`config.mk`:
```
export PLATFORM = sky130hd
export DESIGN_NAME = sequence_generator
export DESIGN_NICKNAME = d
export VERILOG_FILES = /design/src/rtl/seq_gen_pkg.sv /design/src/rtl/seq_piso.sv /design/src/rtl/sequence_generator.sv
export SDC_FILE = /design/constraint.sdc
export NUM_CORES = 1
export LEC_CHECK = 0
export CORE_AREA = 10 10 90 92
export CTS_CLUSTER_DIAMETER = 200
export DETAILED_ROUTE_END_ITERATION = 16
export DIE_AREA = 0 0 100 102
export PLACE_DENSITY_LB_ADDON = 0.08
export SLEW_MARGIN = 20
export SYNTH_ARGS = -nofsm -noshare
export SYNTH_HDL_FRONTEND = slang
export SYNTH_SLANG_ARGS = --single-unit
```
`constraint.sdc`:
```
create_clock -name clock -period 1.8 [get_ports clock]
set_input_delay 0.36 -clock clock [delete_from_list [all_inputs] [get_ports clock]]
set_output_delay 0.36 -clock clock [all_outputs]
set_load 0.05 [all_outputs]
```
`src/rtl/seq_gen_pkg.sv`:
```
// Shared types and defaults for the serial
// sequence generator.
package seq_gen_pkg;

    localparam int DEF_W = 8;

    typedef enum logic [1:0] {
        ST_IDLE = 2'b00,
        ST_SEND = 2'b01,
        ST_GAP  = 2'b10,
        ST_DONE = 2'b11
    } state_t;

endpackage

```
`src/rtl/seq_piso.sv`:
```
// W-bit parallel-in / serial-out shift register,
// MSB first, load has priority over shift.
module seq_piso
    import seq_gen_pkg::*;
#(
    parameter int W = DEF_W
) (
    input  logic         clock,
    input  logic         reset,
    input  logic         load,
    input  logic         shift,
    input  logic [W-1:0] din,
    output logic         msb
);

    logic [W-1:0] sr;

    always_ff @(posedge clock or negedge reset) begin
        if (!reset) begin
            sr <= '0;
        end else if (load) begin
            sr <= din;
        end else if (shift) begin
            sr <= {sr[W-2:0], 1'b0};
        end
    end

    assign msb = sr[W-1];

endmodule

```
`src/rtl/sequence_generator.sv`:
```
// Serial pattern transmitter: captures a pattern,
// sends it MSB-first a programmed number of times.
module sequence_generator
    import seq_gen_pkg::*;
#(
    parameter int W   = DEF_W,
    parameter int GAP = 0,
    parameter int LW  = $clog2(W) + 1
) (
    input  logic          clock,
    input  logic          reset,
    input  logic          start,
    input  logic          stop,
    input  logic [W-1:0]  pattern,
    input  logic [LW-1:0] len,
    input  logic [3:0]    reps,
    output logic          x,
    output logic          x_valid,
    output logic          busy,
    output logic          done
);

    localparam int GW = (GAP > 1) ? $clog2(GAP + 1) : 1;
    localparam logic [LW-1:0] WL = LW'(W);

    state_t        state;
    state_t        state_n;
    logic [W-1:0]  pat_cap;
    logic [W-1:0]  load_val;
    logic [W-1:0]  piso_din;
    logic [LW-1:0] len_eff;
    logic [LW-1:0] len_cap;
    logic [LW-1:0] bit_cnt;
    logic [3:0]    reps_cap;
    logic [3:0]    rep_left;
    logic [GW-1:0] gap_cnt;
    logic          accept;
    logic          reload;
    logic          shift;
    logic          msb;

    // Left-align the pattern so its first bit sits at the MSB
    assign len_eff  = (len > WL) ? WL : len;
    assign load_val = pattern << (WL - len_eff);
    assign piso_din = accept ? load_val : pat_cap;

    always_ff @(posedge clock or negedge reset) begin
        if (!reset) begin
            state <= ST_IDLE;
        end else begin
            state <= state_n;
        end
    end

    always_comb begin
        state_n = state;
        accept  = 1'b0;
        reload  = 1'b0;
        shift   = 1'b0;
        unique case (state)
            ST_IDLE: begin
                if (start && !stop && len != '0) begin
                    accept  = 1'b1;
                    state_n = ST_SEND;
                end
            end
            ST_SEND: begin
                if (stop) begin
                    state_n = ST_IDLE;
                end else if (bit_cnt == LW'(1)) begin
                    if (reps_cap == 4'd0 ||
                        rep_left > 4'd1) begin
                        reload  = 1'b1;
                        state_n = (GAP > 0) ? ST_GAP
                                            : ST_SEND;
                    end else begin
                        state_n = ST_DONE;
                    end
                end else begin
                    shift = 1'b1;
                end
            end
            ST_GAP: begin
                if (stop) begin
                    state_n = ST_IDLE;
                end else if (gap_cnt == GW'(1)) begin
                    state_n = ST_SEND;
                end
            end
            ST_DONE: begin
                state_n = ST_IDLE;
            end
            default: begin
                state_n = ST_IDLE;
            end
        endcase
    end

    always_ff @(posedge clock or negedge reset) begin
        if (!reset) begin
            pat_cap  <= '0;
            len_cap  <= '0;
            bit_cnt  <= '0;
            reps_cap <= '0;
            rep_left <= '0;
            gap_cnt  <= '0;
        end else begin
            if (accept) begin
                pat_cap  <= load_val;
                len_cap  <= len_eff;
                bit_cnt  <= len_eff;
                reps_cap <= reps;
                rep_left <= reps;
            end else if (reload) begin
                bit_cnt <= len_cap;
                gap_cnt <= GW'(GAP);
                if (reps_cap != 4'd0) begin
                    rep_left <= rep_left - 4'd1;
                end
            end else if (shift) begin
                bit_cnt <= bit_cnt - LW'(1);
            end
            if (state == ST_GAP) begin
                gap_cnt <= gap_cnt - GW'(1);
            end
        end
    end

    seq_piso #(
        .W(W)
    ) u_piso (
        .clock(clock),
        .reset(reset),
        .load (accept | reload),
        .shift(shift),
        .din  (piso_din),
        .msb  (msb)
    );

    assign x_valid = (state == ST_SEND);
    assign x       = x_valid & msb;
    assign busy    = (state == ST_SEND) ||
                     (state == ST_GAP);
    assign done    = (state == ST_DONE);

endmodule

```
# --- Yosys cells after proc, flatten, opt, wreduce, memory -nomap -nowiden ---
# Cells that the tools add are included.
totals:
  memories: 0
  romBits: 0
  regBits: 35
  ramBits: 0
  elab_cells: 71
  in_bits: 20
  output_inout_bits: 4
  latchBits: 0
op_classes:
  eq_ne: 8
  add_sub_neg: 4
  bitwise: 2
  reduce_logical: 17
  magnitude_cmp: 2
  div: 0
  multipliers: 0
  shift: 1
  mux: 29
op_table:
  columns: ["operator", "n"]
  rows:
  - ["$mux W4", 7]
  - ["$mux W8", 3]
  - ["$mux W1", 12]
  - ["$mux W2", 6]
  - ["$pmux W2 S4", 1]
  - ["$reduce_bool A2 Y1", 4]
  - ["$reduce_bool A4 Y1", 2]
  - ["$shl A8 B4 Y8", 1]
  - ["$sub A4 B1 Y4 const B", 2]
  - ["$eq A2 B2 Y1 const B", 2]
  - ["$eq A4 B1 Y1 const B", 1]
  - ["$gt A4 B1 Y1 const B", 1]
  - ["$gt A4 B4 Y1 const B", 1]
  - ["$logic_not A4 Y1", 1]
  - ["$reduce_and A2 Y1", 2]
  - ["$sub A4 B4 Y4 const A", 1]
  - ["$ne A3 B2 Y1 const B", 1]
  - ["$ne A3 B3 Y1 const B", 1]
  - ["$reduce_and A3 Y1", 1]
  - ["$reduce_bool A3 Y1", 1]
  - ["$eq A2 B1 Y1 const B", 1]
  - ["$logic_and A1 B1 Y1", 2]
  - ["$logic_not A2 Y1", 1]
  - ["$logic_or A1 B1 Y1", 2]
  - ["6 further kinds", 6]

# --- Depth between registers and ports, before layout ---
depth:
  ltp_word: 9
  depth_mapped: 9
  depth_no_buf: 7

# --- By module ---
# A second synthesis with hierarchy kept.
hier_totals:
  cells_unflattened: 209
  hier_area_um2: 2059.5
modules_own_cells:
  columns: ["mod", "n_inst", "seq_area_each_um2", "cells_per_inst", "area_per_inst_um2"]
  rows:
  - ["sequence_generator", 1, 675.6, 175, 1690.4]
  - ["seq_piso", 1, 200.2, 34, 369.1]

# --- Least setup slack after synthesis ---
# No wires, ideal clock.
synth_path:
  kind: "reg-to-reg"
  from: "register state[1]"
  to: "register u_piso.sr[1]"
  arrival_ns: 2.164
  period_less_slack_ns: 2.302
  required_ns: 1.662
  n_path_buf: 1
  setup_ns: 0.138
  setup_slack_ns: -0.502
  stages_incl_launch_ff: 8
  cell_sequence: "dfrtp_1 -> inv_1 -> ha_1 -> nor2b_1 -> clkbuf_1 -> nand2_1 -> a2111oi_0 -> a31oi_1"
synth_between:
  elab_chain_cells: 4
  word_cells_on_any_way: 9
  cone_classes: "eq/ne: 1; mux: 5; bitwise: 1; reduce/logical: 2"
synth_rtl:
  columns: ["item", "line_no", "text"]
  rows:
  - ["from (decl)", "sequence_generator.sv:26", "state_t state;"]
  - ["from (signal assigned)", "sequence_generator.sv:51", "state <= state_n;"]
  - ["$eq A2 B1 Y1 *", null, null]
  - ["net x_valid", "sequence_generator.sv:18", "output logic x_valid,"]
  - ["$mux W1", "sequence_generator.sv:60", "unique case (state)"]
  - ["$or A1 B1 Y1", "sequence_generator.sv:134", ".load (accept | reload),"]
  - ["$mux W8 or $reduce_bool A2 Y1 (tied branches)", null, null]
  - ["to (signal assigned)", "seq_piso.sv:22", "sr <= din;"]
  - ["to (signal assigned)", "seq_piso.sv:24", "sr <= {sr[W-2:0], 1'b0};"]
  - ["to (decl)", "seq_piso.sv:16", "logic [W-1:0] sr;"]
# Mark *: on every way through the listed nets, which the timed path passes. The rest lies on a longest branch.
# A chain may end at the register's enable or synchronous reset.

# --- Worst setup path after layout ---
layout_path:
  from: "register bit_cnt[1]"
  to: "register rep_left[1]"
layout_between:
  elab_chain_cells: 6
layout_rtl:
  columns: ["item", "line_no", "text"]
  rows:
  - ["from (decl)", "sequence_generator.sv:33", "logic [LW-1:0] bit_cnt;"]
  - ["from (signal assigned)", "sequence_generator.sv:111", "bit_cnt <= len_eff;"]
  - ["from (signal assigned)", "sequence_generator.sv:115", "bit_cnt <= len_cap;"]
  - ["from (signal assigned)", "sequence_generator.sv:121", "bit_cnt <= bit_cnt - LW'(1);"]
  - ["$eq A4 B1 Y1", "sequence_generator.sv:70", "end else if (bit_cnt == LW'(1)) begin"]
  - ["$mux W1", "sequence_generator.sv:70", null]
  - ["$mux W1", "sequence_generator.sv:68", "if (stop) begin"]
  - ["$mux W1", "sequence_generator.sv:60", null]
  - ["$reduce_bool A2 Y1 (no line)", null, null]
  - ["$reduce_and A2 Y1 (no line)", null, null]
  - ["to (signal assigned)", "sequence_generator.sv:113", "rep_left <= reps;"]
  - ["to (signal assigned)", "sequence_generator.sv:118", "rep_left <= rep_left - 4'd1;"]
  - ["to (decl)", "sequence_generator.sv:35", "logic [3:0] rep_left;"]
# Every way passes these cells.

==> results.py <==
metrics = {
    "floorplanning": {
        "io_pins": 24,
        "initial_core_util": 0.3506,
        "chipHeight_um": 102,
        "core-area_um2": 6277,
        "die_x_um": 100,
        "dieArea_um2": 10200,
        "rows": 29,
    },
    "clock_tree": {
        "clock_path_buffers": 2,
        "cts.root.buffer_cell": "clkbuf_8",
        "cts_max_level": 2,
        "tritoncts": "yes",
        "worstSkewPairLatency_ns": 0.29,
        "clock_sinks": 35,
        "hold_buffers": 0,
        "clk_pin_slew_ns": 0.08,
        "cts_buffers": 5,
    },
    "yosys": {
        "synthXorXnorAreaFrac": 0.01592,
        "synth-edff-count": 0,
        "ys_ff_latch": 35,
        "postSynthCellCount": 237,
        "synthMuxAreaShare": 0.07391,
        "synth_top_family_by_area": "simple AND/OR/NAND/NOR gates",
        "synthArstFlopShare": 1.000,
        "synthesis.area_um2": 2201,
        "synth.avg_cell_area_um2": 9.286,
        "synthAdderAreaFrac": 0.05685,
        "yosys-top-cells-count": "dfrtp_1 (35), nand2_1 (31), o21ai_0 (16), mux2i_1 (14)",
        "synth_compound_area_frac": 0.2001,
        "synth-main-ff-cell": "dfrtp_1",
        "yosys.area_share.simple": 0.2098,
        "syn_nets": 267,
        "post-synth-top-area-cell": "dfrtp_1",
        "yosys_warnings": 0,
        "ys_top_cells_by_area": "dfrtp_1 (40%), mux2i_1 (6.4%), ha_1 (5.7%)",
        "synth_top_area_share": 0.3980,
        "yosysUniqueCellTypes": 56,
        "yosysMostFrequentCell": "dfrtp_1",
        "synth_sequential_area_ratio": 0.3980,
    },
    "route": {
        "drtIter0Drc": 94,
        "ant_nets": 0,
        "wl_met1_mm": 3.008,
        "dr.pass1.iters": 4,
        "wl_per_cell_um": 15.86,
        "routed_wirelength_mm": 6.187,
        "drc": 0,
        "routed-wl-met3_um": 177,
        "top_layer": "met4",
        "via_count": 2032,
        "wl_met2_mm": 2.949,
        "viasPerCell": 5.210,
    },
    "worst_setup_path": {
        "crit_slowest_cell": "or3b_4",
        "rr_worst_depth": 6,
        "crit_path_max_incr_delay_ns": 0.43,
        "critPathKind": "register to register",
        "cp.arrival_ns": 2.04,
        "path_max_fanout": 5,
        "cpLargestDelayFamily": "simple AND/OR/NAND/NOR gates",
        "rr_startpoint": "bit_cnt[1]",
        "cp_num_buf_inv": 1,
        "cp.required_ns": 2.02,
        "crit_chain": "inv_2 > ha_4 > or3b_4 > a2111oi_4 > mux2_4 > o21ai_1",
        "cp-end-kind": "register",
        "r2r-end": "rep_left[1]",
        "cp-start-kind": "register",
        "rrSetupSlack_ns": -0.02,
    },
    "worst_hold_path": {
        "hold_class": "register to register",
        "min_path_cells": 2,
        "worstHoldEndpoint": "pat_cap[1]",
        "hp-start": "pat_cap[1]",
    },
    "timing": {
        "fin_crit_sh": 1.009,
        "finClkSkew_ns": 0.007642,
        "rsz0062_at_grt": "yes",
        "slew_viol_final": 0,
        "finalSetupViolations": 3,
        "hold_slack_ns": 0.4673,
        "layout_setup_ws_ns": -0.01653,
        "worst-slew-pin-transition_ns": 0.4632,
        "hold_violations": 0,
        "slew_headroom": 0.6912,
        "period_needed_ns": 1.817,
        "max_freq_mhz": 550.5,
    },
    "cells_and_area": {
        "area_delta_synth_final_pct": 53.38,
        "layout.nets": 342,
        "fillCellCount": 585,
        "final_cell_count_no_fill": 390,
        "multi_input_area_um2": 1525,
        "layout.area.seq_um2": 877.1,
        "diodes": 0,
        "drive_gt1_frac": 0.3866,
    },
    "placed_design": {
        "routabilityCongestion": 0.7677,
        "place_hpwl_mm": 4.327,
        "portBuffers": 23,
        "dp_cells": 370,
    },
    "global_route": {
        "grt_pass1_vias": 2000,
        "grt.total_usage": 0.1154,
        "grt_pass1_wl_mm": 9.604,
        "grt_max_degree": 36,
        "antenna_found_initial": 0,
        "grt-ovfl-total": 0,
    },
    "flow_run": {
        "cap_violations": 0,
    },
    "pwr": {
        "p_leak_nw": 1.565,
        "power_density_nw_per_um2": 1518,
        "vdd_drop_max_uv": 1026,
    },
    "outcome": {
        "outcome": "finished with violations",
        "violations": "negative setup slack",
    },
}
-- final cells by class --
type | count | share of cell area
multi-input cells | 180 | 0.4518
flip-flops and latches | 35 | 0.2598
repair buffers | 81 | 0.2165
well taps | 77 | 0.02854
clock buffers | 5 | 0.02039
clock inverters | 3 | 0.01297
inverters | 9 | 0.01001
-- power by group --
group | internal [mW] | switching, mW
registers | 1.15 | 0.260
clock network | 0.412 | 0.303
logic | 1.58 | 1.42
-- tightest hold or removal path: cells and delay by family, from the launching register on --
kind	cells	cell delay [ns]
flip-flops	1	0.32
AND/OR/NAND/NOR	2	0.12
-- flip-flops by register name, indices dropped and copies added (netlist names) --
name,flops
pat_cap,8
u_piso.sr,8
bit_cnt,4
len_cap,4
rep_left,4
reps_cap,4
state,2
gap_cnt,1
-- stage by stage --
stage,TNS [ns],setup slack (ns),total power [mW],cell area (µm²),util
3_3_place_gp,-11.70,-0.4890,3.763,2939,0.4682
5_1_grt,-0.6069,-0.09948,5.492,3376,0.5378
6_report,-0.02531,-0.01653,5.126,3376,0.5378
4_1_cts,-0.05390,-0.02031,4.655,3120,0.4971
3_5_place_dp,-12.75,-0.5711,3.783,2939,0.4682
2_1_floorplan,-0.4451,-0.1099,2.854,2316,-
-- per-layer routing --
metal | global-route usage | vias to the layer above
met5 | 0 | -
met4 | 0.03261 | 0
met3 | 0.02429 | 4
met2 | 0.1891 | 33
met1 | 0.1500 | 975
li1 | - | 1020
-- cell usage in the layout (no fill, tap or decap), drive strengths merged, types with 3 or more instances in the layout --
master	netlist	final
buf	7	62
a211o	3	3
clkdlybuf4s50	0	15
nand2	31	31
a31oi	6	6
o21bai	3	3
nand2b	5	5
clkbuf	7	6
mux2i	14	14
o21ai	18	18
nand3	6	6
o22ai	5	5
and3	7	7
nor2	10	10
nor2b	3	3
a2111oi	3	3
a211oi	9	9
inv	9	9
nor4	3	3
ha	10	10
nor3	6	6
nand4	3	3
dfrtp	35	35
-- kinds of logic after synthesis --
kind of cell / count (synthesis)
compound gates: 61
mux: 16
flops: 35
xor+xnor: 4
fa+ha+maj: 10
simple gates: 88
buf+inv: 23
-- how the worst max path moves through the flow --
stage	startpoint	slack (ns)	to	cells past startpoint
after floorplan	bit_cnt[1]	-0.11	rep_left[1]	7
after global placement	len[1]	-0.49	u_piso.sr[4]	8
after detailed placement	len[1]	-0.57	u_piso.sr[7]	8
after CTS	len[1]	-0.02	u_piso.sr[1]	7
after global routing	bit_cnt[1]	-0.1	rep_left[0]	7
final	bit_cnt[1]	-0.02	rep_left[1]	6
-- what timing repair did --
action | CTS | global route
endpoints found under the setup margin | 26 | 21
cloned | 1 | 1
buffers inserted | 2 | 8
resized for setup | 18 | 36
pin swaps | 3 | 11
(Power assumes the default switching activity.)
